[config.mk]
export PLATFORM = sky130hd
export DESIGN_NAME = bp_table_scheduler
export DESIGN_NICKNAME = d
export VERILOG_FILES = /design/src/rtl/bp_table_scheduler.sv
export SDC_FILE = /design/constraint.sdc
export NUM_CORES = 1
export LEC_CHECK = 0
export ABC_AREA = 1
export CORE_UTILIZATION = 50
export DETAILED_ROUTE_END_ITERATION = 16
export PLACE_DENSITY_LB_ADDON = 0.2
export SYNTH_ARGS = -nofsm -noshare
export SYNTH_HDL_FRONTEND = slang
export SYNTH_SLANG_ARGS = --single-unit
[constraint.sdc]
create_clock -name clk -period 3.4 [get_ports clk]
set_input_delay 0.34 -clock clk [delete_from_list [all_inputs] [get_ports clk]]
set_output_delay 0.34 -clock clk [all_outputs]
set_load 0.05 [all_outputs]
[src/rtl/bp_table_scheduler.sv]
// Branch prediction table scheduler: sole owner of the single-ported table. Sweeps the
// table after reset, then arbitrates IF lookups against buffered EX read-modify-write updates.
module bp_table_scheduler #(
    parameter int unsigned IDX_W      = 4,
    parameter int unsigned FIFO_DEPTH = 4,
    parameter logic [1:0]  INIT_CNT   = 2'b01
) (
    input  logic             clk,
    input  logic             rst_n,
    input  logic             lookup_valid,
    input  logic [31:0]      lookup_pc,
    output logic             lookup_ready,
    output logic             pred_valid,
    output logic             take_branch,
    output logic [31:0]      predicted_destination,
    input  logic             feedback_valid,
    input  logic [31:0]      branch_pc,
    input  logic             branch_taken,
    input  logic [31:0]      correct_destination,
    output logic             feedback_ready,
    output logic             init_done,
    output logic             tbl_en,
    output logic             tbl_we,
    output logic [IDX_W-1:0] tbl_idx,
    output logic [33:0]      tbl_wdata,
    input  logic [33:0]      tbl_rdata
);

    localparam int unsigned TGT_W    = 32;
    localparam int unsigned PTR_W    = (FIFO_DEPTH > 1) ? $clog2(FIFO_DEPTH) : 1;
    localparam int unsigned OCC_W    = PTR_W + 1;
    localparam int unsigned LAST_IDX = (1 << IDX_W) - 1;

    typedef enum logic [1:0] {
        ST_INIT   = 2'd0,
        ST_IDLE   = 2'd1,
        ST_UPD_RD = 2'd2,
        ST_UPD_WR = 2'd3
    } state_t;

    typedef struct packed {
        logic [IDX_W-1:0] idx;
        logic             taken;
        logic [TGT_W-1:0] dest;
    } upd_t;

    state_t             state, state_nx;
    logic               init_go;
    logic [IDX_W-1:0]   init_idx, init_idx_nx;
    logic               init_done_nx;
    logic               accept;
    logic               take_q;
    logic [TGT_W-1:0]   dest_q;

    upd_t               fifo_mem [FIFO_DEPTH];
    logic [PTR_W-1:0]   wr_ptr, rd_ptr;
    logic [OCC_W-1:0]   occ;
    logic               full, empty, push, pop;
    upd_t               head;

    logic [1:0]         old_cnt, new_cnt;
    logic [TGT_W-1:0]   new_tgt;
    logic               unused_pc_bits;

    assign full           = (occ == OCC_W'(FIFO_DEPTH));
    assign empty          = (occ == '0);
    assign feedback_ready = init_done && !full;
    assign push           = feedback_valid && feedback_ready;
    assign head           = fifo_mem[rd_ptr];

    // Prediction is presented straight from the table in the response cycle, then held.
    assign take_branch           = pred_valid ? tbl_rdata[33]      : take_q;
    assign predicted_destination = pred_valid ? tbl_rdata[31:0]    : dest_q;

    assign unused_pc_bits = ^{lookup_pc[31:IDX_W+2], lookup_pc[1:0],
                              branch_pc[31:IDX_W+2], branch_pc[1:0]};

    // Saturating counter and target merge for the head update.
    always_comb begin
        old_cnt = tbl_rdata[33:32];
        new_cnt = old_cnt;
        if (head.taken) begin
            if (old_cnt != 2'b11) new_cnt = old_cnt + 2'b01;
        end else begin
            if (old_cnt != 2'b00) new_cnt = old_cnt - 2'b01;
        end
        new_tgt = head.taken ? head.dest : tbl_rdata[31:0];
    end

    always_comb begin
        state_nx     = state;
        init_idx_nx  = init_idx;
        init_done_nx = init_done;
        lookup_ready = 1'b0;
        accept       = 1'b0;
        pop          = 1'b0;
        tbl_en       = 1'b0;
        tbl_we       = 1'b0;
        tbl_idx      = '0;
        tbl_wdata    = '0;
        case (state)
            ST_INIT: begin
                // init_go keeps the table strobes quiet while reset is applied.
                if (init_go) begin
                    tbl_en    = 1'b1;
                    tbl_we    = 1'b1;
                    tbl_idx   = init_idx;
                    tbl_wdata = {INIT_CNT, TGT_W'(0)};
                    if (init_idx == IDX_W'(LAST_IDX)) begin
                        state_nx     = ST_IDLE;
                        init_done_nx = 1'b1;
                    end else begin
                        init_idx_nx = init_idx + IDX_W'(1);
                    end
                end
            end
            ST_IDLE: begin
                // A full buffer pre-empts lookups so updates cannot starve.
                if (full) begin
                    state_nx = ST_UPD_RD;
                end else begin
                    lookup_ready = 1'b1;
                    if (lookup_valid) begin
                        accept  = 1'b1;
                        tbl_en  = 1'b1;
                        tbl_idx = lookup_pc[IDX_W+1:2];
                    end else if (!empty) begin
                        state_nx = ST_UPD_RD;
                    end
                end
            end
            ST_UPD_RD: begin
                tbl_en   = 1'b1;
                tbl_idx  = head.idx;
                state_nx = ST_UPD_WR;
            end
            ST_UPD_WR: begin
                tbl_en    = 1'b1;
                tbl_we    = 1'b1;
                tbl_idx   = head.idx;
                tbl_wdata = {new_cnt, new_tgt};
                pop       = 1'b1;
                state_nx  = ST_IDLE;
            end
            default: state_nx = ST_INIT;
        endcase
    end

    always_ff @(posedge clk or negedge rst_n) begin
        if (!rst_n) begin
            state      <= ST_INIT;
            init_go    <= 1'b0;
            init_idx   <= '0;
            init_done  <= 1'b0;
            pred_valid <= 1'b0;
            take_q     <= 1'b0;
            dest_q     <= '0;
            wr_ptr     <= '0;
            rd_ptr     <= '0;
            occ        <= '0;
        end else begin
            state      <= state_nx;
            init_go    <= 1'b1;
            init_idx   <= init_idx_nx;
            init_done  <= init_done_nx;
            pred_valid <= accept;
            if (pred_valid) begin
                take_q <= tbl_rdata[33];
                dest_q <= tbl_rdata[31:0];
            end
            if (push) wr_ptr <= wr_ptr + PTR_W'(1);
            if (pop)  rd_ptr <= rd_ptr + PTR_W'(1);
            case ({push, pop})
                2'b10:   occ <= occ + OCC_W'(1);
                2'b01:   occ <= occ - OCC_W'(1);
                default: occ <= occ;
            endcase
        end
    end

    // Update buffer storage; contents are only meaningful below occ.
    always_ff @(posedge clk) begin
        if (push) begin
            fifo_mem[wr_ptr] <= '{idx:   branch_pc[IDX_W+1:2],
                                  taken: branch_taken,
                                  dest:  correct_destination};
        end
    end

endmodule
-- Yosys cells after proc, flatten, opt, wreduce, memory -nomap -nowiden
Memory sizes are Yosys's and may differ from the RTL's.
Index checks and enable logic that the tools add are counted.
Widths: inputs -> output; s select.
- bitwise operators: 1
- equality and inequality tests: 12
- divide/modulo/power cells: 0
- shift-type cells: 0
- add/subtract/negate cells: 7
- multiply operators: 0
- mux-type cells: 30
- reductions and logical operators: 11
- $lt $le $gt $ge: 0
- operator list (cell ; count):
    $pmux 34 s2 ; 1
    $mux 32 ; 2
    $mux 33 ; 1
    $mux 2 ; 8
    $mux 4 ; 3
    $pmux 4 s3 ; 1
    $mux 1 ; 10
    $pmux 2 s4 ; 1
    $add 2x1->2 const B ; 3
    $eq 2x2->1 const B ; 3
    $ne 2x2->1 const B ; 3
    $ne 3x3->1 const B ; 2
    $pmux 3 s2 ; 1
    $reduce_and 3->1 ; 2
    $add 4x1->4 const B ; 1
    $eq 2x1->1 const B ; 2
    $eq 4x4->1 const B ; 1
    $reduce_and 4->1 ; 1
    $reduce_bool 2->1 ; 2
    $add 3x1->3 const B ; 1
    $eq 3x3->1 const B ; 1
    $logic_not 3->1 ; 1
    $pmux 1 s3 ; 1
    $sub 3x1->3 const B ; 1
    7 further kinds ; 8
- register bits after elaboration: 49
- bits of input ports: 135
- RAM bits: 148
- output and inout port bits: 77
- memory bits (read-only): 0
- memories: 1
- bits in latches: 0
- word-level logic and storage cells: 72
- memory list (memory ; depth ; width ; rd ports ; clocked after Yosys merged registers in ; wr ports ; line ; RTL):
    fifo_mem ; 4 ; 37 ; 1 ; 0 ; 1 ; 55 ; upd_t fifo_mem [FIFO_DEPTH];

-- Depth between registers and ports, before layout
- depth after elaboration: 6
- gate-level depth with buffers: 10

-- Least setup slack after synthesis
OpenSTA, ideal clock, no wires.
- path kind: reg-to-reg
- start point: register init_done
- end point: memory fifo_mem[0][0] in the netlist's numbering, enable pin
- path slack: -0.356 ns
- stages on the path, launching flop included: 5
- library setup time: 0.431 ns
- path buffers: 0
- arrival time: 3.325 ns
- required time: 2.969 ns
- path through: dfrtp_1 -> inv_1 -> nor2_1 -> nand2_2 -> nor2_1
- cells in the longest elaborated chain, start to end: 4
- RTL lines (element ; line ; RTL):
    start, declared ; 21 ; output logic init_done,
    start signal, assigned ; 165 ; init_done <= init_done_nx;
    $logic_and 1x1->1 ; 67 ; assign feedback_ready = init_done && !full;
    via feedback_ready ; 20 ; output logic feedback_ready,
    $logic_and 1x1->1 ; 68 ; assign push = feedback_valid && feedback_ready;
    $mux 1 ; 183 ; if (push) begin
    $mux 1 (not written as such) ; 184 ; fifo_mem[wr_ptr] <= '{idx: branch_pc[IDX_W+1:2],
    end, declared ; 55 ;
The timed path passes the listed nets, and every way through them passes these cells.

-- Final worst setup path
- start point: register rd_ptr[1]
- end point: output port tbl_wdata[32]
- cells in the longest elaborated chain, start to end: 3
- RTL lines (element ; line ; RTL):
    start, declared ; 56 ; logic [PTR_W-1:0] wr_ptr, rd_ptr;
    start signal, assigned ; 172 ; if (pop) rd_ptr <= rd_ptr + PTR_W'(1);
    $mem_v2 4x37 ; n/a ;
    $mux 2 ; 82 ; if (head.taken) begin
    $pmux 34 s2 ; 101 ; case (state)
    end, declared ; 25 ; output logic [33:0] tbl_wdata,
No other way between the ends.

==> summary.txt <==
Status = completed
Via density = 5.028
Clock sinks = 197
Multiplexer area fraction after synthesis = 4.445%
Synth-to-Final Area Change = 27.66%
Syn nets = 953
Port bufs = 155
Worst Setup SP = rd_ptr[1]
Gr usage total = 22.05%
Largest net degree at the start of global routing = 55
First-pass GRT wire length = 29.48 mm
Core area = 16700 µm²
Clk pwr share = 17.9%
Worst rel slew slack = 39.78%
Top cell type's share of synthesized area = 51.60%
CTS Hold Bufs = 0
Vias in the first global route = 5830
Number of synthesized flops with an enable pin = 148
Net switching power = 4.714 mW
Final setup fails = 0
CP endpoint kind = output pin
Critical Path Source Type = flip-flop
IO Pins = 212
Slew Limit Fails = 0
Synth Area in Adders = 1.830%
# H-tree levels = 4
Residual DRC = 0
Setup repair bufs after CTS = 0
Final wirelength = 18.65 mm
Most common cell after layout, fill and taps aside = nand2_1
Final worst-path cycle share = 90.69%
HPWL Detailed = 11.99 mm
CP required = 3.06 ns
Most frequent cells in the layout = nand2_1 (152), edfxtp_1 (148), nor2_1 (137), clkdlybuf4s50_1 (116), inv_1 (83)
Fin cells = 1194
Setup slack at placement = 0.7119 ns
Power density cells = 967.2 nW/µm²
Sequential share of power = 30.2%
Post-synth cell types = 24
Clk_lat worst skew = 0.42 ns
XOR/XNOR share of the synthesized area = 0.7118%
Dpl cells = 1162
Synth Area in Simple Gates = 16.52%
Die area = 17760 µm²
Least-Margin Pin Slew = 0.9033 ns
Fmax = 0.3243 GHz
CTS tree = yes
Final #Nets = 1108
P_int = 5.921 mW
WHS = 0.04634 ns
Clk root buf = clkbuf_16
Pre-antenna DRT Iters = 5
GRT overflow = 0
Antenna Cells = 0
Complex-gate fraction of the synthesized area = 4.489%
Max Cap Violations = 0
Cell count after synthesis = 806
Crit Path Max Fanout = 18
Final Skew = 0.01187 ns
Final min period = 3.084 ns
Final setup margin = 0.3165 ns
Synth area leader = edfxtp_1
Top_reg_cell synth = edfxtp_1
Switching Fraction = 44.33%
#FFs+latches synth = 197
Synth area leaders = edfxtp_1 (52%), dfrtp_1 (14%), nand2_1 (6.6%)
DRT iter0 DRCs = 279
Critical path arrival = 2.74 ns
Sequential area share after synthesis = 65.83%
Final hold viol count = 0
Main combinational cell family by area after synthesis = simple AND/OR/NAND/NOR gates
Via count = 6004
Post-CTS Resized = 0
Num CTS Buffers = 17
Post-synthesis area per instance = 10.69 µm²
Die Y-Extent = 133.3 µm
RSZ-0062 raised after global routing = no
Wire per inst = 15.62 µm
Routed Antenna Nets = 0
Comb power frac = 51.9%
Hold WC Path Type = input pin to asynchronous set/reset pin
Clock transition at the registers of the reported paths = 0.07 ns
Worst vdd ir = 681.2 µV
Leak = 4.555 nW
Layout cells sized above 1 = 13.55%
Initial antenna violation count = 0
Row count = 47
RR Startpoint = occ[0]
Ys async rst share = 24.87%
Routability cong. = 0.7985
Crit Path Category = flip-flop to output pin
Initial Util = 51.57%
Die width = 133.3 µm
Synthesis Warnings = 0
Clock buffer depth = 2
Post-Synthesis Cell Area = 8613 µm²
## routing by layer
metal	track usage [%]	share of wire, %
met5	0	0
met4	9.785	2.4
met3	4.186	5.4
met2	37.15	50
met1	27.77	42
## worst max-delay path: stages (launching register included)
cell,delay [ns]
dfrtp_2,0.61
clkinv_1,0.41
nand3_1,0.22
nand2_2,0.30
buf_4,0.33
nand2_1,0.08
nand2_1,0.04
o21ai_0,0.14
buf_12,0.19
## kinds of logic (layout without fill, tap and decap cells)
family,Yosys count,in the layout
compound gates,77,77
other cells,1,1
mux,34,34
fa+ha+maj,12,12
simple gates,355,355
xor+xnor,7,7
flops,197,197
buf+inv,123,291
## cell type report
type,count,area [µm²]
inverters,86,322.8
fillers,1266,5705
repair buffers,173,1712
well taps,220,275.3
clock buffers,24,491.7
flip-flops and latches,197,5674
multi-input cells,486,2445
clock inverters,8,75.07
## power groups by stage
| stage | combinational (mW) | clock, mW | sequential [mW] |
|---|---|---|---|
| 2_1_floorplan | 3.88 | 0 | 3.20 |
| 4_1_cts | 5.56 | 1.93 | 3.21 |
| 5_1_grt | 5.94 | 2.02 | 3.25 |
| 3_5_place_dp | 5.54 | 0 | 3.26 |
| 6_report | 5.52 | 1.90 | 3.21 |
| 3_3_place_gp | 5.48 | 0 | 3.25 |
## final timing paths
kind                            endpoint  slack, ns  cells past startpoint
setup / recovery           tbl_wdata[32]       0.32                      8
hold / removal                dest_q[26]       0.05                      1
setup reg to reg                  occ[2]       0.98                     10
hold reg to reg                dest_q[2]       0.49                      1
max in group asynchronous      dest_q[4]       2.59                      2
min in group clk               dest_q[2]       0.49                      1
## state kept, by name, summed over array words and instances, names as in the netlist
signal and cells:
dest_q 32, init_go 1, state 2, pred_valid 1, init_done 1, rd_ptr 2
wr_ptr 2, occ 3, init_idx 4, take_q 1, fifo_mem 148
## per-stage QoR
stage / cell area (µm²) / setup TNS, ns / total power, mW / utilization, %
after floorplan: 8613 / -52.70 / 7.080 / -
after global placement: 10430 / 0 / 8.725 / 62.44
after detailed placement: 10430 / 0 / 8.804 / 62.44
after CTS: 11000 / 0 / 10.70 / 65.84
after global routing: 11000 / 0 / 11.22 / 65.84
final: 11000 / 0 / 10.64 / 65.84
## synth_stat cells, types with 3 or more instances
cell / count
a21oi_1: 4
buf_2: 20
buf_4: 7
clkbuf_1: 8
dfrtp_1: 49
edfxtp_1: 148
ha_1: 11
inv_1: 84
mux2_2: 34
nand2_1: 152
nand2_2: 3
nand3_1: 52
nand4_1: 6
nor2_1: 141
o21ai_0: 37
o21ai_1: 35
xor2_1: 5
No activity file was read; power rests on OpenSTA's default activity.
